File: config.mk
export PLATFORM = sky130hd
export DESIGN_NAME = instr_encoder_flat
export DESIGN_NICKNAME = d
export VERILOG_FILES = /design/src/rtl/instr_encoder_pkg.sv /design/src/rtl/instr_encoder_if.sv /design/src/rtl/instr_encode_comb.sv /design/src/rtl/instr_encoder.sv /design/src/flat_wrapper.sv
export SDC_FILE = /design/constraint.sdc
export NUM_CORES = 1
export LEC_CHECK = 0
export CAP_MARGIN = 20
export CORE_MARGIN = 2
export CORE_UTILIZATION = 47
export CTS_BUF_LIST = sky130_fd_sc_hd__clkbuf_4
export CTS_CLUSTER_SIZE = 20
export DETAILED_ROUTE_END_ITERATION = 16
export PLACE_DENSITY_LB_ADDON = 0.12
export SLEW_MARGIN = 20
export SYNTH_ARGS = -nofsm -noshare
export SYNTH_HDL_FRONTEND = slang
export SYNTH_SLANG_ARGS = --single-unit
File: constraint.sdc
create_clock -name clk -period 2.7 [get_ports clk]
set_input_delay 0.405 -clock clk [delete_from_list [all_inputs] [get_ports clk]]
set_output_delay 0.405 -clock clk [all_outputs]
set_load 0.005 [all_outputs]
File: src/rtl/instr_encoder_pkg.sv
// Shared encoding constants for the MIPS control encoder/decoder.
// Opcodes, functs, ALU-op codes, FSM states, control bundle type.
package instr_encoder_pkg;

  localparam logic [31:0] HALT_WORD_DEF = 32'hFFFF_FFFF;

  localparam logic [3:0] ALU_ADD = 4'b0001;
  localparam logic [3:0] ALU_SUB = 4'b0010;
  localparam logic [3:0] ALU_AND = 4'b0011;
  localparam logic [3:0] ALU_OR  = 4'b0100;
  localparam logic [3:0] ALU_XOR = 4'b0101;
  localparam logic [3:0] ALU_NOR = 4'b0110;
  localparam logic [3:0] ALU_SLT = 4'b0111;
  localparam logic [3:0] ALU_SLL = 4'b1000;
  localparam logic [3:0] ALU_SRL = 4'b1001;
  localparam logic [3:0] ALU_SRA = 4'b1010;

  localparam logic [5:0] OP_RTYPE = 6'h00;
  localparam logic [5:0] OP_BEQ   = 6'h04;
  localparam logic [5:0] OP_BNE   = 6'h05;
  localparam logic [5:0] OP_ADDI  = 6'h08;
  localparam logic [5:0] OP_ADDIU = 6'h09;
  localparam logic [5:0] OP_ANDI  = 6'h0c;
  localparam logic [5:0] OP_ORI   = 6'h0d;
  localparam logic [5:0] OP_XORI  = 6'h0e;
  localparam logic [5:0] OP_LW    = 6'h23;
  localparam logic [5:0] OP_SW    = 6'h2b;

  localparam logic [5:0] F_SLL  = 6'h00;
  localparam logic [5:0] F_SRL  = 6'h02;
  localparam logic [5:0] F_SRA  = 6'h03;
  localparam logic [5:0] F_SLLV = 6'h04;
  localparam logic [5:0] F_SRLV = 6'h06;
  localparam logic [5:0] F_SRAV = 6'h07;
  localparam logic [5:0] F_ADD  = 6'h20;
  localparam logic [5:0] F_ADDU = 6'h21;
  localparam logic [5:0] F_SUB  = 6'h22;
  localparam logic [5:0] F_SUBU = 6'h23;
  localparam logic [5:0] F_AND  = 6'h24;
  localparam logic [5:0] F_OR   = 6'h25;
  localparam logic [5:0] F_XOR  = 6'h26;
  localparam logic [5:0] F_NOR  = 6'h27;
  localparam logic [5:0] F_SLT  = 6'h2a;

  typedef enum logic [1:0] {
    ST_IDLE = 2'd0,
    ST_LOAD = 2'd1,
    ST_TERM = 2'd2,
    ST_DONE = 2'd3
  } enc_state_e;

  typedef struct packed {
    logic        reg_write;
    logic        mem_to_reg_write;
    logic        mem_read;
    logic        mem_write;
    logic        branch;
    logic        alu_source;
    logic        alu_source_shift;
    logic        reg_dst;
    logic [3:0]  alu_control;
    logic        variant;
    logic [4:0]  rs;
    logic [4:0]  rt;
    logic [4:0]  rd;
    logic [4:0]  shamt;
    logic [15:0] imm;
  } ctrl_t;

  function automatic logic [31:0] itype(
    input logic [5:0]  op,
    input logic [4:0]  rs,
    input logic [4:0]  rt,
    input logic [15:0] imm
  );
    return {op, rs, rt, imm};
  endfunction

  function automatic logic [31:0] rtype(
    input logic [4:0] rs,
    input logic [4:0] rt,
    input logic [4:0] rd,
    input logic [4:0] shamt,
    input logic [5:0] funct
  );
    return {OP_RTYPE, rs, rt, rd, shamt, funct};
  endfunction

endpackage

File: src/rtl/instr_encoder_if.sv
// Request channel of the encoder: valid/ready plus control bundle.
// master = bundle source (loader/bench), slave = instr_encoder.
interface instr_encoder_if;
  logic        req_valid;
  logic        req_ready;
  logic        reg_write;
  logic        mem_to_reg_write;
  logic        mem_read;
  logic        mem_write;
  logic        branch;
  logic        alu_source;
  logic        alu_source_shift;
  logic        reg_dst;
  logic [3:0]  alu_control;
  logic        variant;
  logic [4:0]  rs;
  logic [4:0]  rt;
  logic [4:0]  rd;
  logic [4:0]  shamt;
  logic [15:0] imm;

  modport master (
    output req_valid, reg_write, mem_to_reg_write,
    output mem_read, mem_write, branch, alu_source,
    output alu_source_shift, reg_dst, alu_control,
    output variant, rs, rt, rd, shamt, imm,
    input  req_ready
  );

  modport slave (
    input  req_valid, reg_write, mem_to_reg_write,
    input  mem_read, mem_write, branch, alu_source,
    input  alu_source_shift, reg_dst, alu_control,
    input  variant, rs, rt, rd, shamt, imm,
    output req_ready
  );
endinterface

File: src/rtl/instr_encode_comb.sv
// Pure combinational control bundle -> 32-bit MIPS word.
// In: c (ctrl_t). Out: word, illegal (bundle not encodable).
module instr_encode_comb
  import instr_encoder_pkg::*;
(
  input  ctrl_t       c,
  output logic [31:0] word,
  output logic        illegal
);

  logic [5:0] funct;
  logic       funct_ok;
  logic [5:0] iop;
  logic       iop_ok;
  logic       is_shift;
  logic       shift_imm;
  logic [4:0] rs_f;
  logic [4:0] sh_f;

  always_comb begin
    funct    = '0;
    funct_ok = 1'b1;
    unique case (c.alu_control)
      ALU_ADD: funct = c.variant ? F_ADDU : F_ADD;
      ALU_SUB: funct = c.variant ? F_SUBU : F_SUB;
      ALU_AND: begin funct = F_AND; funct_ok = !c.variant; end
      ALU_OR:  begin funct = F_OR;  funct_ok = !c.variant; end
      ALU_XOR: begin funct = F_XOR; funct_ok = !c.variant; end
      ALU_NOR: begin funct = F_NOR; funct_ok = !c.variant; end
      ALU_SLT: begin funct = F_SLT; funct_ok = !c.variant; end
      ALU_SLL: funct = c.variant ? F_SLLV : F_SLL;
      ALU_SRL: funct = c.variant ? F_SRLV : F_SRL;
      ALU_SRA: funct = c.variant ? F_SRAV : F_SRA;
      default: funct_ok = 1'b0;
    endcase
  end

  always_comb begin
    iop    = '0;
    iop_ok = 1'b1;
    unique case (c.alu_control)
      ALU_ADD: iop = c.variant ? OP_ADDIU : OP_ADDI;
      ALU_AND: iop = OP_ANDI;
      ALU_OR:  iop = OP_ORI;
      ALU_XOR: iop = OP_XORI;
      default: iop_ok = 1'b0;
    endcase
  end

  // Immediate shifts carry shamt and zero rs; everything
  // else in R-format zeroes shamt.
  assign is_shift  = (c.alu_control == ALU_SLL)
                  || (c.alu_control == ALU_SRL)
                  || (c.alu_control == ALU_SRA);
  assign shift_imm = is_shift && !c.variant;
  assign rs_f      = shift_imm ? 5'd0 : c.rs;
  assign sh_f      = shift_imm ? c.shamt : 5'd0;

  always_comb begin
    word    = '0;
    illegal = 1'b0;
    if (c.branch && c.alu_control == ALU_SUB) begin
      word = itype(c.variant ? OP_BNE : OP_BEQ,
                   c.rs, c.rt, c.imm);
    end else if (c.mem_write && c.alu_source
              && c.alu_control == ALU_ADD
              && !c.reg_write) begin
      word = itype(OP_SW, c.rs, c.rt, c.imm);
    end else if (c.mem_read && c.mem_to_reg_write
              && c.reg_write && c.alu_source
              && c.alu_control == ALU_ADD) begin
      word = itype(OP_LW, c.rs, c.rt, c.imm);
    end else if (c.reg_write && c.alu_source
              && !c.reg_dst) begin
      word    = itype(iop, c.rs, c.rt, c.imm);
      illegal = !iop_ok;
    end else if (c.reg_write && !c.alu_source
              && c.reg_dst) begin
      word    = rtype(rs_f, c.rt, c.rd, sh_f, funct);
      // shift source select must agree with variant
      illegal = !funct_ok
             || (is_shift
                 && (c.alu_source_shift == c.variant));
    end else begin
      illegal = 1'b1;
    end
  end

endmodule

File: src/rtl/instr_encoder.sv
// Streams encoded control bundles into imem, then a HALT word.
// clk/reset; start+base_addr, finish; req (slave); imem_we/addr/wdata;
// err_illegal, state_o, word_count.
module instr_encoder
  import instr_encoder_pkg::*;
#(
  parameter int          ADDR_W    = 8,
  parameter logic [31:0] HALT_WORD = HALT_WORD_DEF
) (
  input  logic              clk,
  input  logic              reset,
  input  logic              start,
  input  logic [ADDR_W-1:0] base_addr,
  input  logic              finish,
  instr_encoder_if.slave    req,
  output logic              imem_we,
  output logic [ADDR_W-1:0] imem_addr,
  output logic [31:0]       imem_wdata,
  output logic              err_illegal,
  output logic [1:0]        state_o,
  output logic [ADDR_W:0]   word_count
);

  localparam logic [ADDR_W-1:0] ADDR_MAX = '1;
  localparam logic [ADDR_W-1:0] ADDR_ONE = 1;
  localparam logic [ADDR_W:0]   CNT_ONE  = 1;

  enc_state_e        state_q, state_d;
  logic [ADDR_W-1:0] ptr_q, ptr_d;
  logic              room_q, room_d;
  logic [ADDR_W:0]   count_q, count_d;
  logic              we_q, we_d;
  logic [ADDR_W-1:0] addr_q, addr_d;
  logic [31:0]       wdata_q, wdata_d;
  logic              err_q, err_d;

  ctrl_t       ctrl;
  logic [31:0] enc_word;
  logic        enc_illegal;
  logic        ready;
  logic        accept;

  assign ctrl = '{
    reg_write:        req.reg_write,
    mem_to_reg_write: req.mem_to_reg_write,
    mem_read:         req.mem_read,
    mem_write:        req.mem_write,
    branch:           req.branch,
    alu_source:       req.alu_source,
    alu_source_shift: req.alu_source_shift,
    reg_dst:          req.reg_dst,
    alu_control:      req.alu_control,
    variant:          req.variant,
    rs:               req.rs,
    rt:               req.rt,
    rd:               req.rd,
    shamt:            req.shamt,
    imm:              req.imm
  };

  instr_encode_comb u_enc (
    .c       (ctrl),
    .word    (enc_word),
    .illegal (enc_illegal)
  );

  // finish has priority over a same-cycle bundle
  assign ready  = (state_q == ST_LOAD) && !finish && room_q;
  assign accept = req.req_valid && ready;

  assign req.req_ready = ready;
  assign imem_we       = we_q;
  assign imem_addr     = addr_q;
  assign imem_wdata    = wdata_q;
  assign err_illegal   = err_q;
  assign state_o       = state_q;
  assign word_count    = count_q;

  always_comb begin
    state_d = state_q;
    ptr_d   = ptr_q;
    room_d  = room_q;
    count_d = count_q;
    we_d    = 1'b0;
    addr_d  = addr_q;
    wdata_d = wdata_q;
    err_d   = 1'b0;
    unique case (state_q)
      ST_IDLE, ST_DONE: begin
        if (start) begin
          state_d = ST_LOAD;
          ptr_d   = base_addr;
          room_d  = 1'b1;
          count_d = '0;
        end
      end
      ST_LOAD: begin
        if (finish) begin
          state_d = ST_TERM;
        end else if (accept) begin
          if (enc_illegal) begin
            err_d = 1'b1;
          end else begin
            we_d    = 1'b1;
            addr_d  = ptr_q;
            wdata_d = enc_word;
            count_d = count_q + CNT_ONE;
            // top word used: no room for more, not even HALT
            if (ptr_q == ADDR_MAX) begin
              room_d  = 1'b0;
              state_d = ST_TERM;
            end else begin
              ptr_d = ptr_q + ADDR_ONE;
            end
          end
        end
      end
      ST_TERM: begin
        state_d = ST_DONE;
        if (room_q) begin
          we_d    = 1'b1;
          addr_d  = ptr_q;
          wdata_d = HALT_WORD;
          count_d = count_q + CNT_ONE;
        end
      end
      default: state_d = ST_IDLE;
    endcase
  end

  always_ff @(posedge clk or posedge reset) begin
    if (reset) begin
      state_q <= ST_IDLE;
      ptr_q   <= '0;
      room_q  <= 1'b0;
      count_q <= '0;
      we_q    <= 1'b0;
      addr_q  <= '0;
      wdata_q <= '0;
      err_q   <= 1'b0;
    end else begin
      state_q <= state_d;
      ptr_q   <= ptr_d;
      room_q  <= room_d;
      count_q <= count_d;
      we_q    <= we_d;
      addr_q  <= addr_d;
      wdata_q <= wdata_d;
      err_q   <= err_d;
    end
  end

endmodule

File: src/flat_wrapper.sv
// flat-port wrapper written by rule: the top's interface ports become plain ports
module instr_encoder_flat import instr_encoder_pkg::*;
#(
  parameter int          ADDR_W    = 8,
  parameter logic [31:0] HALT_WORD = HALT_WORD_DEF
)
  (clk, reset, start, base_addr, finish, imem_we, imem_addr, imem_wdata, err_illegal, state_o, word_count, req_req_valid, req_reg_write, req_mem_to_reg_write, req_mem_read, req_mem_write, req_branch, req_alu_source, req_alu_source_shift, req_reg_dst, req_alu_control, req_variant, req_rs, req_rt, req_rd, req_shamt, req_imm, req_req_ready);
  instr_encoder_if req_i ();
  input  logic clk;
  input  logic reset;
  input  logic start;
  input  logic [ADDR_W-1:0] base_addr;
  input  logic finish;
  output logic imem_we;
  output logic [ADDR_W-1:0] imem_addr;
  output logic [31:0] imem_wdata;
  output logic err_illegal;
  output logic [1:0] state_o;
  output logic [ADDR_W:0] word_count;
  input wire logic [$bits(req_i.req_valid)-1:0] req_req_valid;
  input wire logic [$bits(req_i.reg_write)-1:0] req_reg_write;
  input wire logic [$bits(req_i.mem_to_reg_write)-1:0] req_mem_to_reg_write;
  input wire logic [$bits(req_i.mem_read)-1:0] req_mem_read;
  input wire logic [$bits(req_i.mem_write)-1:0] req_mem_write;
  input wire logic [$bits(req_i.branch)-1:0] req_branch;
  input wire logic [$bits(req_i.alu_source)-1:0] req_alu_source;
  input wire logic [$bits(req_i.alu_source_shift)-1:0] req_alu_source_shift;
  input wire logic [$bits(req_i.reg_dst)-1:0] req_reg_dst;
  input wire logic [$bits(req_i.alu_control)-1:0] req_alu_control;
  input wire logic [$bits(req_i.variant)-1:0] req_variant;
  input wire logic [$bits(req_i.rs)-1:0] req_rs;
  input wire logic [$bits(req_i.rt)-1:0] req_rt;
  input wire logic [$bits(req_i.rd)-1:0] req_rd;
  input wire logic [$bits(req_i.shamt)-1:0] req_shamt;
  input wire logic [$bits(req_i.imm)-1:0] req_imm;
  output wire logic [$bits(req_i.req_ready)-1:0] req_req_ready;
  assign req_i.req_valid = req_req_valid;
  assign req_i.reg_write = req_reg_write;
  assign req_i.mem_to_reg_write = req_mem_to_reg_write;
  assign req_i.mem_read = req_mem_read;
  assign req_i.mem_write = req_mem_write;
  assign req_i.branch = req_branch;
  assign req_i.alu_source = req_alu_source;
  assign req_i.alu_source_shift = req_alu_source_shift;
  assign req_i.reg_dst = req_reg_dst;
  assign req_i.alu_control = req_alu_control;
  assign req_i.variant = req_variant;
  assign req_i.rs = req_rs;
  assign req_i.rt = req_rt;
  assign req_i.rd = req_rd;
  assign req_i.shamt = req_shamt;
  assign req_i.imm = req_imm;
  assign req_req_ready = req_i.req_ready;
  instr_encoder #(.ADDR_W(ADDR_W), .HALT_WORD(HALT_WORD)) u_core (.clk(clk), .reset(reset), .start(start), .base_addr(base_addr), .finish(finish), .req(req_i), .imem_we(imem_we), .imem_addr(imem_addr), .imem_wdata(imem_wdata), .err_illegal(err_illegal), .state_o(state_o), .word_count(word_count));
endmodule
After elaboration in Yosys (flattened, before gate mapping) --
Cells that the tools add are included.
Storage, ports and cells: word-level logic and storage cells 140, output and inout port bits 54, register bits after elaboration 62, input bits 62
Cells by class: eq/ne operators 25, mux-type cells 66, reduce and logical (&&, ||, !) cells 39, $add $sub $neg 2
Operator list (count):
- $mux W32 | 8
- $mux W8 | 9
- $pmux W32 S2 | 1
- $pmux W6 S10 | 1
- $mux W9 | 5
- $pmux W8 S2 | 2
- $pmux W9 S3 | 1
- $mux W26 | 1
- $mux W1 | 23
- $logic_and A1 B1 Y1 | 17
- $eq A4 B3 Y1 const B | 4
- $pmux W4 S4 | 1
- $eq A4 B4 Y1 const B | 3
- $reduce_and A6 Y1 | 2
- $mux W2 | 5
- $mux W5 | 2
- $ne A2 B2 Y1 const B | 5
- $reduce_and A5 Y1 | 2
- $reduce_or A5 Y1 | 2
- $add A9 B1 Y9 const B | 1
- $mux W3 | 3
- $add A8 B1 Y8 const B | 1
- $eq A4 B2 Y1 const B | 2
- $eq A8 B8 Y1 const B | 1
- other kinds (16) | 30

Depth between registers and ports, before layout --
depth after elaboration 14, depth in mapped cells 10

By module --
From an unflattened synthesis, not the netlist that was laid out.
Unflattened totals: cell total of the unflattened synthesis 340, area, all modules 3594.7 um^2
Modules (own cells, without submodules):
- instr_encoder | cells an instance 242, instances 1, sequential area each 1551.5 um^2, area each 2835.2 um^2
- instr_encode_comb | cells an instance 98, instances 1, sequential area each 0.0 um^2, area each 759.5 um^2

Worst setup path before layout --
No wires, ideal clock.
kind input port to flip-flop, start in req_alu_control[3], end reg u_core.addr_q[0] (netlist: u_core.imem_addr[0]), required time 2575 ps, setup time 125 ps, arrival 2281 ps, stages on the path 8, setup slack 295 ps, cell sequence buf_2 -> or2_0 -> a221o_1 -> o2111ai_4 -> nand2_2 -> o31ai_1 -> buf_4 -> mux2_2
On the way: word-level cells in the longest chain between the ends 12, elaborated cells between the ends (all ways) 32
Ends and longest elaborated chain:
- start, declared | line flat_wrapper.sv:29 | input wire logic [$bits(req_i.alu_control)-1:0] req_alu_control;
- $eq A4 B4 Y1, or another cell as far along | line instr_encode_comb.sv:23, instr_encode_comb.sv:52
- $reduce_or A5 Y1 (no line) / $logic_or A1 B1 Y1 (equally long branches)
- $pmux W1 S2 / $logic_or A1 B1 Y1 (equally long branches) | line instr_encode_comb.sv:23, instr_encode_comb.sv:54
- $logic_not A1 Y1 / $logic_and A1 B1 Y1 (equally long branches) | line instr_encode_comb.sv:81, instr_encode_comb.sv:83
- $logic_or A1 B1 Y1 | line instr_encode_comb.sv:82 | || (is_shift
- $mux W1 | line instr_encode_comb.sv:77 | end else if (c.reg_write && !c.alu_source
- $mux W1 | line instr_encode_comb.sv:73 | end else if (c.reg_write && c.alu_source
- $mux W1 | line instr_encode_comb.sv:69 | end else if (c.mem_read && c.mem_to_reg_write
- $mux W1 | line instr_encode_comb.sv:65 | end else if (c.mem_write && c.alu_source
- $mux W1 * | line instr_encode_comb.sv:62 | if (c.branch && c.alu_control == ALU_SUB) begin
- $ne A2 B2 Y1 (no line) *
- $reduce_and A5 Y1 (no line) *
- end signal, assigned | line instr_encoder.sv:147 | addr_q <= addr_d;
- end, declared | line instr_encoder.sv:33 | logic [ADDR_W-1:0] addr_q, addr_d;
Every way passes the cells marked *; elsewhere a longest branch is shown, timed or not. A chain may end at the register's enable or synchronous reset.

Final worst setup path --
start reg u_core.state_q[1] (netlist: u_core.state_o[1]), end out req_req_ready
On the way: word-level cells in the longest chain between the ends 3
Ends and longest elaborated chain:
- start, declared | line instr_encoder.sv:28 | enc_state_e state_q, state_d;
- start signal, assigned | line instr_encoder.sv:142 | state_q <= state_d;
- $eq A2 B1 Y1 | line instr_encoder.sv:68 | assign ready = (state_q == ST_LOAD) && !finish && room_q;
- $logic_and A1 B1 Y1 (2 in a row) | line instr_encoder.sv:68
- end, declared | line flat_wrapper.sv:36 | output wire logic [$bits(req_i.req_ready)-1:0] req_req_ready;
No other way between the ends.

==> out/qor.csv <==
metric;value;unit
status;complete, no violations;
type of the most critical hold path;in -> async;
number of filler cells placed in the layout;554;
CTS buffer count;9;
Rows;30;
register bit total from synthesis;62;
shortest clock period the worst path allows after layout;2.40;ns
clock net sink count;62;
worst hold slack after final layout;0.324;ns
global-route wire length before repair;14400;um
Detailed Route Iter0 Violations;164;
number of buffers on the longest clock path;2;
via count of the first global-routing pass;3110;
Setup TNS;0;ns
setup slack of the critical path after layout;0.298;ns
highest net fanout along the worst path;3;
Antenna Diode Count;0;
transition time at the pin with the least slew margin;0.615;ns
library cell with the largest summed area after synthesis;sky130_fd_sc_hd__dfrtp_1;
aggregate global-route resource usage;0.235;
Detailed Route WL;9050;um
VDD IR max;823;uV
final standard cell utilization of the core;0.722;
worst relative slew slack;0.590;
DIE AREA;7870;sq um
number of gates resized after cts;0;
worst slack at placement;-0.114;ns
overall die width;88.7;um
Tcrit/Tclk final;0.890;
clock tree from TritonCTS;done;
floorplan die height;88.7;um
Global Route met2 Usage;0.409;
wire per inst;15.7;um
yosys warns;0;
most instantiated library cell after synthesis;sky130_fd_sc_hd__dfrtp_1;
sequential cell area fraction in the yosys report;0.460;
DRC violation count after routing;0;
average instance area after synthesis;10.2;sq um
number of setup buffers added after CTS;0;
# IOs;116;
Clock transition at path regs;0.11;ns
clk_skew;0.0103;ns
Post-synth EDFFs;0;
number of search-and-repair iterations in the first detailed-routing pass;4;
initial antenna violation count;0;
setup repair after global routing missed its margin;false;
Final setup violation count;0;
ratio of cells with drive above 1 in the final layout;0.171;
element type at the critical path start;flip-flop;
PwrDens;811;nW/um^2
number of placed cells counting well taps;559;
Overall Power;4.02;mW
Mapped Area;3370;sq um
Worst setup EP type;primary output;
max-cap violations;0;
hold-fix buffers at CTS;0;
Final Hold Vio Count;0;
sequential standard cell area;1550;sq um
GR Layer Usage met1;0.301;
overflow left after global routing;0;
average via count per standard cell;5.57;
Finished Layout Cells;575;
met3 Track Usage GR;0.0317;
count of input and output buffers;115;
Leak;1.99;nW
routed vias;3205;
routability cong.;0.854;
synthesized instance count;332;
achievable clock frequency;0.416;GHz
critical path required time;2.30;ns
number of cells on the worst reg-to-reg path;8;
number of levels the H-tree was split into;3;
Worst Path Class, Setup;reg -> out;
max-slew violations;0;
portion of synthesized cell area occupied by the leading cell type;0.460;
floorplan core area;6870;sq um
largest net degree at the start of global routing;24;
Post-Place Cell Area;4820;sq um
Crit path arrival time;2.00;ns
number of distinct standard cells referenced by the synthesized netlist;63;
area occupied by multi-input gates;1680;sq um
proportion of synthesized flip-flops having asynchronous set or reset;1.00;
Clock Latency Late Sink;0.40;ns
initial cell density of the core;0.491;
busiest metal layer after global routing;met2;
detailed-placement wirelength estimate;7010;um
post-detailed-route count of antenna-violating nets;0;
Post-synth top cells;62 x sky130_fd_sc_hd__dfrtp_1, 25 x sky130_fd_sc_hd__a2bb2oi_1, 24 x sky130_fd_sc_hd__nand2_1;
CTS Root Buffer Type;sky130_fd_sc_hd__clkbuf_4;
fin nets;541;
Layout Area Growth over Synthesis;47.2;%
leading register cell type out of synthesis;sky130_fd_sc_hd__dfrtp_1;
most area-consuming cells after synthesis;sky130_fd_sc_hd__dfrtp_1 46%, sky130_fd_sc_hd__a2bb2oi_1 6.5%, sky130_fd_sc_hd__mux2_2 4.0%;
Post-Synthesis Net Count;399;
area of all placed cells without fillers;4960;sq um
kinds of logic (layout without fill, tap and decap cells):
logic type / count (synthesis) / in the layout / share of synthesized area
compound gates: 116 / 116 / 0.265
fa+ha+maj: 5 / 5 / 0.0186
xor+xnor: 2 / 2 / 0.00520
buf+inv: 30 / 177 / 0.0460
flops: 62 / 62 / 0.460
simple gates: 105 / 105 / 0.165
mux: 12 / 12 / 0.0401
flip-flops by register name, summed over array words and instances (netlist names):
register / count
u_core.word_count: 9
u_core.imem_we: 1
u_core.room_q: 1
u_core.state_o: 2
u_core.err_illegal: 1
u_core.imem_wdata: 32
u_core.imem_addr: 8
u_core.ptr_q: 8
power by group:
group	total [mW]	internal, mW	switching, mW	leakage (nW)
sequential	1.36	1.18	0.182	0.655
clock	0.643	0.292	0.351	0.0782
combinational	2.02	1.11	0.909	1.26
total	4.02	2.58	1.44	1.99
layout make-up:
type | instances | area share
Timing Repair Buffer | 152 | 0.291
Clock buffer | 10 | 0.0151
Sequential cell | 62 | 0.313
Multi-Input combinational cell | 240 | 0.338
Clock inverter | 6 | 0.0124
Tap cell | 96 | 0.0242
Inverter | 9 | 0.00681
metal layers:
metal,routed length (um),part of all wire,vias to the layer above
met4,146,0.016,0
met5,0,0,-
met2,4550,0.50,105
met3,501,0.055,14
li1,-,-,1548
met1,3860,0.43,1538
layout by cell type, fill, tap and decap left out, types with 5 or more instances in the layout:
master,n
sky130_fd_sc_hd__nand2_1,24
sky130_fd_sc_hd__o22ai_1,6
sky130_fd_sc_hd__and3_1,8
sky130_fd_sc_hd__a2bb2oi_1,25
sky130_fd_sc_hd__inv_1,8
sky130_fd_sc_hd__nor2b_1,10
sky130_fd_sc_hd__nor3_1,5
sky130_fd_sc_hd__nor2_1,23
sky130_fd_sc_hd__a22oi_1,13
sky130_fd_sc_hd__o21ai_0,13
sky130_fd_sc_hd__dfrtp_1,62
sky130_fd_sc_hd__a21oi_1,17
sky130_fd_sc_hd__clkdlybuf4s50_1,115
sky130_fd_sc_hd__clkbuf_4,10
sky130_fd_sc_hd__buf_4,36
sky130_fd_sc_hd__mux2_2,12
sky130_fd_sc_hd__nand3_1,10
sky130_fd_sc_hd__ha_1,5
final timing paths:
kind                                       start                    end  slack [ns]
min in group clk           u_core.imem_wdata[30]  u_core.imem_wdata[30]        0.51
min reg2reg                u_core.imem_wdata[30]  u_core.imem_wdata[30]        0.51
max                            u_core.state_o[1]          req_req_ready        0.30
max in group asynchronous                  reset   u_core.word_count[6]        1.71
min                                        reset  u_core.imem_wdata[24]        0.32
max reg2reg                    u_core.state_o[0]   u_core.word_count[8]        0.31
critical path, cell delays in order, from the launching register on:
cell,delay [ns]
sky130_fd_sc_hd__dfrtp_1,0.42
sky130_fd_sc_hd__inv_1,0.11
sky130_fd_sc_hd__ha_1,0.16
sky130_fd_sc_hd__nor2b_1,0.20
sky130_fd_sc_hd__inv_1,0.08
sky130_fd_sc_hd__nor2_1,0.12
sky130_fd_sc_hd__clkdlybuf4s50_1,0.52
Note: power is estimated with default switching activity, not from simulation.
